$ cat src/rtl/mem_bus_arbiter.sv
// Two-master arbiter for the single-port main memory: registered ownership,
// per-owner lock for atomic sequences, and a bounded-wait forced handoff.
module mem_bus_arbiter #(
    parameter int ADDR_W   = 16,
    parameter int DATA_W   = 8,
    parameter int MAX_WAIT = 4
) (
    input  logic              clock,
    input  logic              reset,
    input  logic              req0,
    input  logic              lock0,
    input  logic [ADDR_W-1:0] addr0,
    input  logic              we0,
    input  logic [DATA_W-1:0] wdata0,
    output logic              gnt0,
    input  logic              req1,
    input  logic              lock1,
    input  logic [ADDR_W-1:0] addr1,
    input  logic              we1,
    input  logic [DATA_W-1:0] wdata1,
    output logic              gnt1,
    output logic [DATA_W-1:0] rdata,
    output logic [ADDR_W-1:0] mem_addr,
    output logic              mem_we,
    output logic [DATA_W-1:0] mem_wdata,
    input  logic [DATA_W-1:0] mem_rdata,
    output logic              busy
);

    localparam int CNT_W = $clog2(MAX_WAIT) + 1;

    typedef enum logic [1:0] {
        OWN_NONE = 2'd0,
        OWN_M0   = 2'd1,
        OWN_M1   = 2'd2
    } owner_t;

    owner_t            owner;
    owner_t            owner_nxt;
    owner_t            last_owner;
    logic [CNT_W-1:0]  wait_cnt;
    logic              wait_hit;
    logic              other_req;

    assign wait_hit  = (wait_cnt >= CNT_W'(MAX_WAIT - 1));
    assign other_req = ((owner == OWN_M0) && req1) || ((owner == OWN_M1) && req0);

    // Lock only holds the bus while the owner keeps requesting; an
    // unlocked owner yields once the other side has waited long enough.
    always_comb begin
        owner_nxt = owner;
        unique case (owner)
            OWN_NONE: begin
                if (req0 && req1)
                    owner_nxt = (last_owner == OWN_M1) ? OWN_M0 : OWN_M1;
                else if (req0)
                    owner_nxt = OWN_M0;
                else if (req1)
                    owner_nxt = OWN_M1;
                else
                    owner_nxt = OWN_NONE;
            end
            OWN_M0: begin
                if (req0) begin
                    if (!lock0 && req1 && wait_hit)
                        owner_nxt = OWN_M1;
                end else begin
                    owner_nxt = req1 ? OWN_M1 : OWN_NONE;
                end
            end
            OWN_M1: begin
                if (req1) begin
                    if (!lock1 && req0 && wait_hit)
                        owner_nxt = OWN_M0;
                end else begin
                    owner_nxt = req0 ? OWN_M0 : OWN_NONE;
                end
            end
            default: owner_nxt = OWN_NONE;
        endcase
    end

    always_ff @(posedge clock or negedge reset) begin
        if (!reset) begin
            owner      <= OWN_NONE;
            last_owner <= OWN_M1;
            wait_cnt   <= '0;
            gnt0       <= 1'b0;
            gnt1       <= 1'b0;
            busy       <= 1'b0;
        end else begin
            owner <= owner_nxt;
            gnt0  <= (owner_nxt == OWN_M0);
            gnt1  <= (owner_nxt == OWN_M1);
            busy  <= (owner_nxt != OWN_NONE);
            if (owner_nxt != OWN_NONE)
                last_owner <= owner_nxt;
            if ((owner_nxt != owner) || !other_req)
                wait_cnt <= '0;
            else if (wait_cnt != {CNT_W{1'b1}})
                wait_cnt <= wait_cnt + 1'b1;
        end
    end

    // Non-owner inputs never reach the memory port; reset forces it quiet
    // so an in-flight write cannot commit.
    always_comb begin
        mem_addr  = '0;
        mem_we    = 1'b0;
        mem_wdata = '0;
        if (reset) begin
            unique case (owner)
                OWN_M0: begin
                    mem_addr  = addr0;
                    mem_we    = we0 && req0;
                    mem_wdata = wdata0;
                end
                OWN_M1: begin
                    mem_addr  = addr1;
                    mem_we    = we1 && req1;
                    mem_wdata = wdata1;
                end
                default: begin
                    mem_addr  = '0;
                    mem_we    = 1'b0;
                    mem_wdata = '0;
                end
            endcase
        end
    end

    assign rdata = mem_rdata;

endmodule

$ cat config.mk
export PLATFORM = sky130hd
export DESIGN_NAME = mem_bus_arbiter
export DESIGN_NICKNAME = d
export VERILOG_FILES = /design/src/rtl/mem_bus_arbiter.sv
export SDC_FILE = /design/constraint.sdc
export NUM_CORES = 1
export LEC_CHECK = 0
export ABC_AREA = 0
export CAP_MARGIN = 25
export CORE_MARGIN = 4
export CORE_UTILIZATION = 50
export DETAILED_ROUTE_END_ITERATION = 8
export DONT_BUFFER_PORTS = 1
export HOLD_SLACK_MARGIN = 0.06
export SYNTH_ARGS = -nofsm -noshare
export SYNTH_HDL_FRONTEND = slang
export SYNTH_SLANG_ARGS = --single-unit
$ cat constraint.sdc
create_clock -name clock -period 5.3 [get_ports clock]
set_clock_uncertainty 0.15 [all_clocks]
set_input_delay 0.795 -clock clock [delete_from_list [all_inputs] [get_ports clock]]
set_output_delay 0.795 -clock clock [all_outputs]
set_load 0.02 [all_outputs]
Yosys cells after proc, flatten, opt, wreduce, memory -nomap -nowiden
Index checks and enable logic that the tools add are counted.

Output and inout bits: 36. Memory bits (writable): 0. Memory bits (read-only): 0. Word-level logic and storage cells: 50. Memories: 0. Flip-flop bits (word level): 10. Bits in latches: 0.

Reduce and logical (&&, ||, !) cells: 17. Bitwise gates (word level): 0. Equal/unequal tests: 7. $mul: 0. $lt $le $gt $ge: 1. Shift-type cells: 0. Add/subtract/negate cells: 1. Mux-type cells: 18. Divide/modulo/power cells: 0.

Operators with widths (count): $pmux W16 S2 (1); $mux W16 (1); $mux W2 (8); $pmux W8 S2 (1); $logic_and A1 B1 Y1 (9); $mux W8 (1); $eq A2 B2 Y1 const B (3); $mux W3 (2); $pmux W2 S3 (1); $eq A2 B1 Y1 const B (2); $reduce_bool A2 Y1 (2); $add A3 B1 Y3 const B (1); $ge A3 B2 Y1 const B (1); $logic_not A1 Y1 (3); $ne A3 B3 Y1 const B (1); $logic_not A2 Y1 (1); $logic_or A1 B1 Y1 (2); $mux W1 (2); $ne A2 B2 Y1 (1); $pmux W1 S2 (1).

Longest topological paths before layout
Gate-level depths: netlist (run 1).

Word-level depth: 9. Mapped depth: 8.

Worst setup path before layout (run 1)
No wires, ideal clock.

Kind: register to output. Start: reg owner[0]. End: out mem_we. Slack: 2729 ps. Data arrival time: 1626 ps. Stages on the path, launching flop included: 7. Data required time: 4355 ps. Buffers on the path: 2. Path through: dfrtp_1 > inv_1 > ha_1 > buf_4 > clkbuf_1 > nand3_1 > a21oi_1.

Cells in the longest elaborated chain, start to end: 3. Elaborated cells on any way between the ends: 4. Classes of those cells: eq/ne (2); mux (2).

RTL lines: start: declaration (line 38) `owner_t owner;`; start signal: assignment (line 92) `owner <= owner_nxt;`; $eq A2 B2 Y1 or $eq A2 B1 Y1 (tied branches) (line 112) `unique case (owner)`; $pmux W1 S2 (*) (line 112); $mux W1 (*) (line 111) `if (reset) begin`; end: declaration (line 24) `output logic mem_we,`.

Every way passes the cells marked *; elsewhere a longest branch is shown, timed or not.

Worst setup path after layout (run 1)
Same ends and word-level chain as after synthesis.

==> out/summary.md, run 1 <==
### Hold path
• primary input to asynchronous set/reset pin — class of the most critical hold timing path

### Clock tree
• 0.06 ns — CTS clk-pin slew, worst paths
• sky130_fd_sc_hd__clkbuf_4 — root cell of the clock tree
• built — CTS tree
• 0 — post-CTS setup buffers
• 1 — H-Tree Level Count
• 10 — TritonCTS sink count
• 2 — largest buffer count on any clock path
• 3 — cts bufs inserted
• 0 — count of instances resized after the clock tree is built
• 0.27 ns — clk_lat worst skew

### Setup path
• 30 — Worst Path Max Fanout
• flop to output port — critical setup path kind
• flop — CP startpoint kind
• output port — CP Capture Type
• 0.80 ns — biggest cell delay along the critical path
• sky130_fd_sc_hd__ha_1 — Critical-path top delay cell
• 2.60 ns — flop2flop setup slack
• 2.28 ns — critical path arrival
• inv_1 > ha_1 > nand3_1 > a21oi_1 — ordered list of cells on the worst path
• 4.36 ns — required time reported for the critical path endpoint
• 7 — reg2reg path depth
• owner[0] — worst reg2reg path startpoint
• wait_cnt[2] — worst reg2reg path endpoint

### Synthesis
• 100.0% — FFs w/ async S/R, synth
• 0.001140 sq mm — Mapped Area
• 22.06% — part of the Yosys area used for sequential elements
• 10 — register bit total from synthesis
• sky130_fd_sc_hd__dfrtp_1 — main flop type after synthesis
• 8.142 sq um — Mean Syn Cell Area
• 0 — count of flip-flops with a built-in enable after synthesis
• 211 — number of nets in the synthesized netlist
• 0 — count of warnings emitted by yosys
• 140 — cell count after synthesis
• 41 — count of unique library cells instantiated by Yosys

### Layout
• 199 — final-stage net count
• 49.69% — post-route core utilization
• 0 — antenna diode count
• 155 — Non-Filler Instances
• sky130_fd_sc_hd__nor2_1 (28), sky130_fd_sc_hd__a22oi_1 (26), sky130_fd_sc_hd__dfrtp_1 (9), sky130_fd_sc_hd__ha_1 (7) — commonest cells after routing, fill and taps aside
• 12.60% — layout cells sized above 1
• -4.501% — layout overhead on the synthesized area
• sky130_fd_sc_hd__nor2_1 — most frequent standard cell in the layout excluding fill and tap cells

### Detailed routing
• 1020 — via count
• 6.581 — Via-to-Cell Ratio
• 0 — final antenna-violating net count
• 4 — first-pass detailed-route iteration total
• 2.710 mm — Detailed Route WL
• 17.48 um — final routed wire length divided by cell count
• 69 — Iter 0 DRT Violations
• 0 — post-route DRC violation count

### Placed design
• 2.042 mm — placed wire-length estimate after detailed placement
• 150 — Placed Cells
• 2.364 ns — pre-CTS setup slack
• 0.8297 — final RePlAce weighted congestion
• 0 — port buffer count

### STA
• 0 — endpoints failing hold
• 36.45% — headroom to the max-slew limit
• 0 — total setup violations reported at the end of the flow
• no — setup repair after global routing missed its margin
• 0 ns — aggregate negative setup slack
• 2.072 ns — worst path setup slack after routing
• 3.228 ns — shortest period the worst path allows
• 0 — final count of pins violating max slew
• 0.9532 ns — Worst Tran Pin Value
• 309.8 MHz — top achievable clock speed
• 60.91% — post-route fraction of the period consumed by the critical path

### Die
• 100 — number of top-level design ports
• 0.002191 sq mm — Floorplan Core Area
• 17 — number of rows in the core area
• 52.03% — effective utilization at floorplan
• 0.003108 sq mm — die footprint
• 55.75 um — Die H
• 55.75 um — floorplan die width

### Global routing
• met2 — Most Crowded Layer GR
• 5.800% — global routing met3 resource utilization
• 17.80% — Total GRT Usage
• 0 — GR Overflow Total
• 0 — initial antenna violation count
• 31 — pin count of the biggest net entering global routing
• 4.478 mm — global-route wire length before repair
• 960 — via count of the first global-routing pass
• 27.20% — met2 track demand over resource in global routing
• 21.81% — global-route track usage on met1

### Power
• 514.2 mW/mm^2 — power per cell area
• 0.3182 mV — worst vdd ir
• 0.4238 nW — leak pwr

### Run status
• completed — run status

### Flow run
• 0 — max-cap check violation count

## final cells by class
class | count | area [sq um]
Clock buffer | 4 | 26.28
Fill cell | 228 | 1102
Inverter | 5 | 18.77
Multi-Input combinational cell | 107 | 747.0
Sequential cell | 10 | 251.5
Tap cell | 28 | 35.03
Timing Repair Buffer | 1 | 10.01
## synthesized netlist by cell type, types with 2 or more instances
cell type	n	area share, %
sky130_fd_sc_hd__o211ai_1	2	1.3
sky130_fd_sc_hd__a21oi_1	4	1.8
sky130_fd_sc_hd__inv_1	5	1.6
sky130_fd_sc_hd__nand2_1	5	1.6
sky130_fd_sc_hd__nand3_1	2	0.88
sky130_fd_sc_hd__dfrtp_1	9	20
sky130_fd_sc_hd__a22oi_1	26	17
sky130_fd_sc_hd__ha_1	7	7.7
sky130_fd_sc_hd__nor2_1	28	9.2
sky130_fd_sc_hd__clkbuf_1	6	2.0
sky130_fd_sc_hd__nand3b_1	2	1.3
sky130_fd_sc_hd__o21ai_0	3	1.3
sky130_fd_sc_hd__nor3_1	4	1.8
sky130_fd_sc_hd__buf_4	10	6.6
## report_power, final
part / switching (W) / total, W / internal [W]
Combinational: 0.000235 / 0.000359 / 0.000124
Clock: 0.0000267 / 0.0000559 / 0.0000292
Sequential: 0.0000370 / 0.000145 / 0.000108
## per-layer routing
layer / vias up / part of all wire [%]
li1: 476 / -
met1: 472 / 40
met2: 56 / 48
met3: 16 / 9.0
met4: 0 / 2.6
met5: - / 0
## sequential cells by signal (all words and copies together), names as in the netlist
name,cells
wait_cnt,3
gnt0,1
owner,2
busy,1
gnt1,1
last_owner,2
## through the flow
step	hold WS (ns)	total power, W	instance area, sq um
2_1_floorplan	0.3334	0.0004791	1140
3_3_place_gp	0.3496	0.0004945	1052
3_5_place_dp	0.3496	0.0005064	1052
4_1_cts	0.2040	0.0005662	1089
5_1_grt	0.1872	0.0006227	1089
6_report	0.2139	0.0005598	1089
## kinds of logic after synthesis
| group | Yosys count | synth area share, % |
|---|---|---|
| and+or+nand+nor | 51 | 23.05 |
| AOI/OAI and AO/OA | 45 | 30.41 |
| buffers and inverters | 23 | 12.40 |
| DFF | 10 | 22.06 |
| adders and majority gates | 7 | 7.684 |
| xor gates and xnor gates | 2 | 2.196 |
| muxes | 2 | 2.195 |
## how the worst max path moves through the flow
stage / to / start / cells past startpoint / slack, ns
5_1_grt: mem_addr[1] / owner[1] / 4 / 1.80
3_5_place_dp: mem_addr[0] / owner[0] / 4 / 2.36
6_report: mem_we / owner[0] / 4 / 2.07
4_1_cts: mem_addr[0] / owner[0] / 4 / 2.06
2_1_floorplan: mem_we / owner[0] / 6 / 2.73
3_3_place_gp: mem_we / owner[0] / 4 / 2.46
## critical path, delay by kind of cell (launching register included)
kind | cells | cell delay, ns
buffers and inverters | 1 | 0.16
AOI/OAI and AO/OA | 1 | 0.46
DFF | 1 | 0.43
adders and majority gates | 1 | 0.80
and+or+nand+nor | 1 | 0.15
## what timing repair did
action,CTS,global route
hold buffers,1,0
endpoints found under the hold margin,9,0
endpoints found under the setup margin,0,0
(Power assumes the default switching activity.)
==> inputs of run 2 (changes only) <==
--- a/config.mk
+++ b/config.mk
@@ -12,6 +12,7 @@
 export DETAILED_ROUTE_END_ITERATION = 8
 export DONT_BUFFER_PORTS = 1
 export HOLD_SLACK_MARGIN = 0.06
+export PLACE_DENSITY = 0.68
 export SYNTH_ARGS = -nofsm -noshare
 export SYNTH_HDL_FRONTEND = slang
 export SYNTH_SLANG_ARGS = --single-unit
==> constraint.sdc (replaced) <==
create_clock -name clock -period 2.7 [get_ports clock]
set_clock_uncertainty 0.15 [all_clocks]
set_input_delay 0.405 -clock clock [delete_from_list [all_inputs] [get_ports clock]]
set_output_delay 0.405 -clock clock [all_outputs]
set_load 0.02 [all_outputs]
==> run 2 against run 1 <==
Cell count increased by 1.9%; die area unchanged; critical path depth increased by 1; clock power increased by 91%; worst hold slack improved by 0.031 ns; critical path type unchanged; total power increased by 110%; count of clock-buffer cells in the layout unchanged; register-to-register slack got worse by 2.1 ns; non-clock buffer count increased by 3; sequential share of layout area decreased by 0.89 points; final area increased by 4.0%; highest routed layer unchanged; global-route usage increased by 0.97 points.
==> out/summary.md, run 2 (same netlist as run 1, synthesis figures left out) <==
### Hold path
• primary input to flop — class of the most critical hold timing path
• 2 — count of cells along the worst hold path
• req1 — hold path startpoint
• owner[1] — worst hold path endpoint

### Global routing
• 1010 — via count of the first global-routing pass
• 4.795 mm — global-route wire length before repair
• 26 — pin count of the biggest net entering global routing
• 0 — GR Overflow Total
• 18.77% — Total GRT Usage
• 0 — initial antenna violation count

### Setup path
• 2.14 ns — required time reported for the critical path endpoint
• 0.46 ns — flop2flop setup slack
• wait_cnt[0] — worst reg2reg path endpoint
• 2 — buffering stage count on the worst path with inverters included
• sky130_fd_sc_hd__dfrtp_1 — Critical-path top delay cell
• 1.94 ns — critical path arrival
• 0.44 ns — biggest cell delay along the critical path
• 17 — Worst Path Max Fanout
• flop — CP startpoint kind
• flip-flops — kind of cell adding the most delay to the critical path
• output port — CP Capture Type
• 7 — reg2reg path depth
• flop to output port — critical setup path kind
• wait_cnt[0] — worst reg2reg path startpoint
• inv_1 > ha_2 > buf_4 > a22oi_1 > nor2_1 — ordered list of cells on the worst path

### STA
• 0 — final count of pins violating max slew
• 0 — endpoints failing hold
• 0.2450 ns — Worst Hold Margin
• 92.50% — post-route fraction of the period consumed by the critical path
• 0.4757 ns — Worst Tran Pin Value
• 0 — total setup violations reported at the end of the flow
• 400.4 MHz — top achievable clock speed
• no — setup repair after global routing missed its margin
• 68.18% — headroom to the max-slew limit
• 0 ns — aggregate negative setup slack
• 2.498 ns — shortest period the worst path allows

### Die
• 17 — number of rows in the core area
• 100 — number of top-level design ports
• 0.002191 sq mm — Floorplan Core Area
• 0.003108 sq mm — die footprint
• 52.03% — effective utilization at floorplan
• 55.75 um — floorplan die width
• 55.75 um — Die H

### Detailed routing
• 1008 — via count
• 18.54 um — final routed wire length divided by cell count
• 59 — Iter 0 DRT Violations
• 4 — first-pass detailed-route iteration total
• 2.929 mm — Detailed Route WL
• 0 — post-route DRC violation count
• 6.380 — Via-to-Cell Ratio
• 0 — final antenna-violating net count

### Clock tree
• 2 — largest buffer count on any clock path
• sky130_fd_sc_hd__clkbuf_4 — root cell of the clock tree
• 10 — TritonCTS sink count
• 0.26 ns — clk_lat worst skew
• 3 — cts bufs inserted
• 0.06 ns — CTS clk-pin slew, worst paths
• built — CTS tree
• 1 — H-Tree Level Count

### Placed design
• 2.245 mm — placed wire-length estimate after detailed placement
• 0 — port buffer count
• 0.8525 — final RePlAce weighted congestion

### Layout
• 3 — flip-flop count of the largest register, all copies and words added
• -0.6582% — layout overhead on the synthesized area
• 20.77% — layout cells sized above 1
• wait_cnt x3, last_owner x2, owner x2 — largest registers
• 0 — antenna diode count
• 202 — final-stage net count
• wait_cnt — Most flops, register
• sky130_fd_sc_hd__a22oi_1 (26), sky130_fd_sc_hd__nor2_1 (23), sky130_fd_sc_hd__dfrtp_1 (9), sky130_fd_sc_hd__nor2_2 (6), sky130_fd_sc_hd__ha_1 (6) — commonest cells after routing, fill and taps aside
• sky130_fd_sc_hd__a22oi_1 — most frequent standard cell in the layout excluding fill and tap cells

### Flow run
• 0 — max-cap check violation count

### Power
• 0.5383 mV — worst vdd ir
• 24.8% — relative contribution of sequential cells to total power
• 9.2% — part of the power in the clock network
• 0.4373 nW — leak pwr
• 53.06% — switching part of the total
• 66.0% — part of the total power dissipated in combinational logic
• 1022 mW/mm^2 — power per cell area
• 0.0006137 W — total net switching power
• 0.0005430 W — cell-internal power

### Run status
• completed — run status

## run 2: cell types whose count changed in the layout (fill, tap and decap cells not counted)
cell                      change
sky130_fd_sc_hd__nor2_1       -5
sky130_fd_sc_hd__a21oi_2      +1
sky130_fd_sc_hd__nand2_1      -1
sky130_fd_sc_hd__buf_4        +3
sky130_fd_sc_hd__a21oi_1      -1
sky130_fd_sc_hd__ha_2         +1
sky130_fd_sc_hd__nor2_2       +5
sky130_fd_sc_hd__ha_1         -1
sky130_fd_sc_hd__nand2_2      +1
## run 2: worst max path at each step
stage	startpoint	end	depth (start not counted)
global route	owner[1]	mem_addr[4]	5
floorplan	owner[0]	mem_we	6
finish	owner[1]	mem_wdata[5]	5
detailed placement	owner[1]	mem_we	4
CTS	owner[1]	mem_wdata[5]	5
global placement	owner[1]	mem_wdata[5]	5
## run 2: cell type report
| type | instances | area [sq um] |
|---|---|---|
| Inverter | 5 | 18.77 |
| Sequential cell | 10 | 251.5 |
| Timing Repair Buffer | 4 | 32.53 |
| Clock buffer | 4 | 26.28 |
| Fill cell | 214 | 1059 |
| Multi-Input combinational cell | 107 | 768.2 |
| Tap cell | 28 | 35.03 |
## run 2: timing repair
| action | CTS | global route |
|---|---|---|
| hold buffers | 1 | 0 |
| endpoints found under the setup margin | 0 | 25 |
| endpoints found under the hold margin | 10 | 0 |
| buffers inserted | 0 | 0 |
| resized for setup | 0 | 8 |
## run 2: per-stage QoR
step	total power (W)	worst slack, ns	std cells	cell area (sq um)	utilization [%]
2_1_floorplan	0.0009404	0.5186	140	1140	-
3_3_place_gp	0.001000	0.3492	153	1075	49.06
3_5_place_dp	0.001024	0.2985	153	1075	49.06
6_report	0.001157	0.2024	158	1132	51.68
5_1_grt	0.001271	0.04763	158	1132	51.68
4_1_cts	0.001140	0.001090	158	1111	50.71
## run 2: layer usage
layer | track usage [%] | vias to the layer above | wire [um]
li1 | - | 483 | -
met1 | 23.83 | 469 | 1173
met2 | 29.56 | 50 | 1485
met4 | 5.208 | 0 | 27
met5 | 0 | - | 0
met3 | 7.193 | 6 | 243
## run 2: power by group through the flow
stage               registers, W  clock network (W)  logic, W
floorplan               0.000276                  0  0.000664
global placement        0.000288                  0  0.000713
detailed placement      0.000291                  0  0.000733
CTS                     0.000287           0.000114  0.000740
global route            0.000294           0.000120  0.000857
finish                  0.000286           0.000107  0.000764
==> inputs of run 3 (changes only) <==
--- a/config.mk
+++ b/config.mk
@@ -12,7 +12,7 @@
 export DETAILED_ROUTE_END_ITERATION = 8
 export DONT_BUFFER_PORTS = 1
 export HOLD_SLACK_MARGIN = 0.06
-export PLACE_DENSITY = 0.68
+export PLACE_DENSITY = 0.66
 export SYNTH_ARGS = -nofsm -noshare
 export SYNTH_HDL_FRONTEND = slang
 export SYNTH_SLANG_ARGS = --single-unit
==> run 3 against run 2 <==
Register-to-register slack better by 0.05 ns; critical path type unchanged; largest cell class unchanged; die area unchanged; critical endpoint is now mem_addr[14]; sequential cell count unchanged.
==> out/summary.md, run 3 (same netlist as run 1, synthesis figures left out) <==
### Power
• 0.001175 W — Tot Pwr
• 1027 mW/mm^2 — power per cell area
• 0.4596 nW — leak pwr
• 0.6114 mV — worst vdd ir

### STA
• 0.4368 ns — Worst Tran Pin Value
• 0 ns — aggregate negative setup slack
• 0 — final count of pins violating max slew
• 93.99% — post-route fraction of the period consumed by the critical path
• 0.1622 ns — worst path setup slack after routing
• 2.538 ns — shortest period the worst path allows
• 394.1 MHz — top achievable clock speed
• 0 — total setup violations reported at the end of the flow
• 0 — endpoints failing hold
• 70.42% — headroom to the max-slew limit
• no — setup repair after global routing missed its margin

### Placed design
• 0.001097 sq mm — placed instance area
• 156 — Placed Cells
• 0 — port buffer count
• 2.144 mm — placed wire-length estimate after detailed placement
• 0.8661 — final RePlAce weighted congestion
• 0.4414 ns — pre-CTS setup slack

### Layout
• 17.29% — layout cells sized above 1
• 0.3296% — layout overhead on the synthesized area
• 161 — Non-Filler Instances
• sky130_fd_sc_hd__nor2_1 (28), sky130_fd_sc_hd__a22oi_1 (26), sky130_fd_sc_hd__dfrtp_1 (9), sky130_fd_sc_hd__ha_1 (7), sky130_fd_sc_hd__buf_4 (6) — commonest cells after routing, fill and taps aside
• wait_cnt x3, last_owner x2, owner x2 — largest registers
• 204 — number of fill cells in the layout
• 205 — final-stage net count
• sky130_fd_sc_hd__nor2_1 — most frequent standard cell in the layout excluding fill and tap cells
• 0 — antenna diode count
• 3 — flip-flop count of the largest register, all copies and words added
• 0.001144 sq mm — final design area excluding fillers
• wait_cnt — Most flops, register

### Setup path
• 22 — Worst Path Max Fanout
• sky130_fd_sc_hd__dfrtp_1 — Critical-path top delay cell
• output port — CP Capture Type
• flop to output port — critical setup path kind
• flop — CP startpoint kind
• buffers and inverters — kind of cell adding the most delay to the critical path
• 2.14 ns — required time reported for the critical path endpoint
• inv_1 > ha_1 > buf_4 > a22oi_1 > nor2_1 — ordered list of cells on the worst path
• 2 — buffering stage count on the worst path with inverters included
• 0.45 ns — biggest cell delay along the critical path
• 1.98 ns — critical path arrival
• 0.51 ns — flop2flop setup slack

### Detailed routing
• 16.82 um — final routed wire length divided by cell count
• 6.447 — Via-to-Cell Ratio
• 0 — post-route DRC violation count
• 2.708 mm — Detailed Route WL
• 0 — final antenna-violating net count
• 4 — first-pass detailed-route iteration total
• 1038 — via count
• 39 — Iter 0 DRT Violations

### Clock tree
• built — CTS tree
• 3 — cts bufs inserted
• 10 — TritonCTS sink count
• sky130_fd_sc_hd__clkbuf_4 — root cell of the clock tree
• 2 — largest buffer count on any clock path
• 0.26 ns — clk_lat worst skew
• 0.06 ns — CTS clk-pin slew, worst paths
• 1 — H-Tree Level Count

### Global routing
• 975 — via count of the first global-routing pass
• 0 — GR Overflow Total
• 0 — initial antenna violation count
• 16.79% — Total GRT Usage
• 4.381 mm — global-route wire length before repair
• 23 — pin count of the biggest net entering global routing

### Die
• 0.002191 sq mm — Floorplan Core Area
• 52.03% — effective utilization at floorplan
• 100 — number of top-level design ports
• 0.003108 sq mm — die footprint
• 55.75 um — floorplan die width
• 55.75 um — Die H
• 17 — number of rows in the core area

### Run status
• completed — run status

### Flow run
• 0 — max-cap check violation count

### Hold path
• primary input to flop — class of the most critical hold timing path

-- run 3: cell types whose count changed in the layout (fill, tap and decap cells not counted) --
cell / previous run / this run
sky130_fd_sc_hd__nand2_1: 4 / 5
sky130_fd_sc_hd__buf_4: 3 / 6
sky130_fd_sc_hd__a21oi_2: 1 / 0
sky130_fd_sc_hd__clkbuf_8: 0 / 1
sky130_fd_sc_hd__ha_2: 1 / 0
sky130_fd_sc_hd__clkbuf_1: 1 / 0
sky130_fd_sc_hd__nor2_1: 23 / 28
sky130_fd_sc_hd__nand2_2: 1 / 0
sky130_fd_sc_hd__nor2_2: 6 / 1
sky130_fd_sc_hd__ha_1: 6 / 7
sky130_fd_sc_hd__a21oi_1: 3 / 4
-- run 3: layout make-up --
class	instances	area [sq um]	area share, %
clock buffers	4	36.28	3.173
inverters	5	18.77	1.641
multi-input cells	107	747.0	65.32
flip-flops and latches	10	251.5	21.99
well taps	28	35.03	3.063
repair buffers	7	55.05	4.814
-- run 3: final timing paths --
check | start | endpoint | depth (start not counted)
worst max-delay path | owner[1] | mem_addr[14] | 5
worst min-delay path | req1 | owner[1] | 2
worst max register to register | owner[0] | gnt0 | 8
worst min register to register | last_owner[1] | last_owner[1] | 2
max in group asynchronous | reset | last_owner[1] | 1
min in group asynchronous | reset | gnt1 | 1
-- run 3: where the power goes --
| group | internal [W] | total [W] | switching (W) |
|---|---|---|---|
| registers | 0.000212 | 0.000289 | 0.0000767 |
| logic | 0.000284 | 0.000757 | 0.000473 |
| clock network | 0.0000817 | 0.000129 | 0.0000470 |
-- run 3: per-stage QoR --
stage          hold WS [ns]  util (%)
3_5_place_dp       -0.04040     50.09
2_1_floorplan      -0.04059         -
4_1_cts              0.2399     52.20
3_3_place_gp       -0.04036     50.09
6_report             0.2441     52.20
5_1_grt              0.2497     52.20
-- run 3: per-layer routing --
metal	routed length, um	GRT usage, %	part of all wire, %	vias up
li1	-	-	-	487
met5	0	0	0	-
met2	1389	28.21	51	56
met1	1042	21.53	38	491
met4	21	4.167	0.78	0
met3	255	3.944	9.4	4
-- run 3: repair_timing --
| action | 4_1_cts | 5_1_grt |
|---|---|---|
| hold buffers | 1 | 0 |
| buffers inserted | 0 | 0 |
| gates resized for setup | 0 | 0 |
| endpoints found under the hold margin | 10 | 0 |
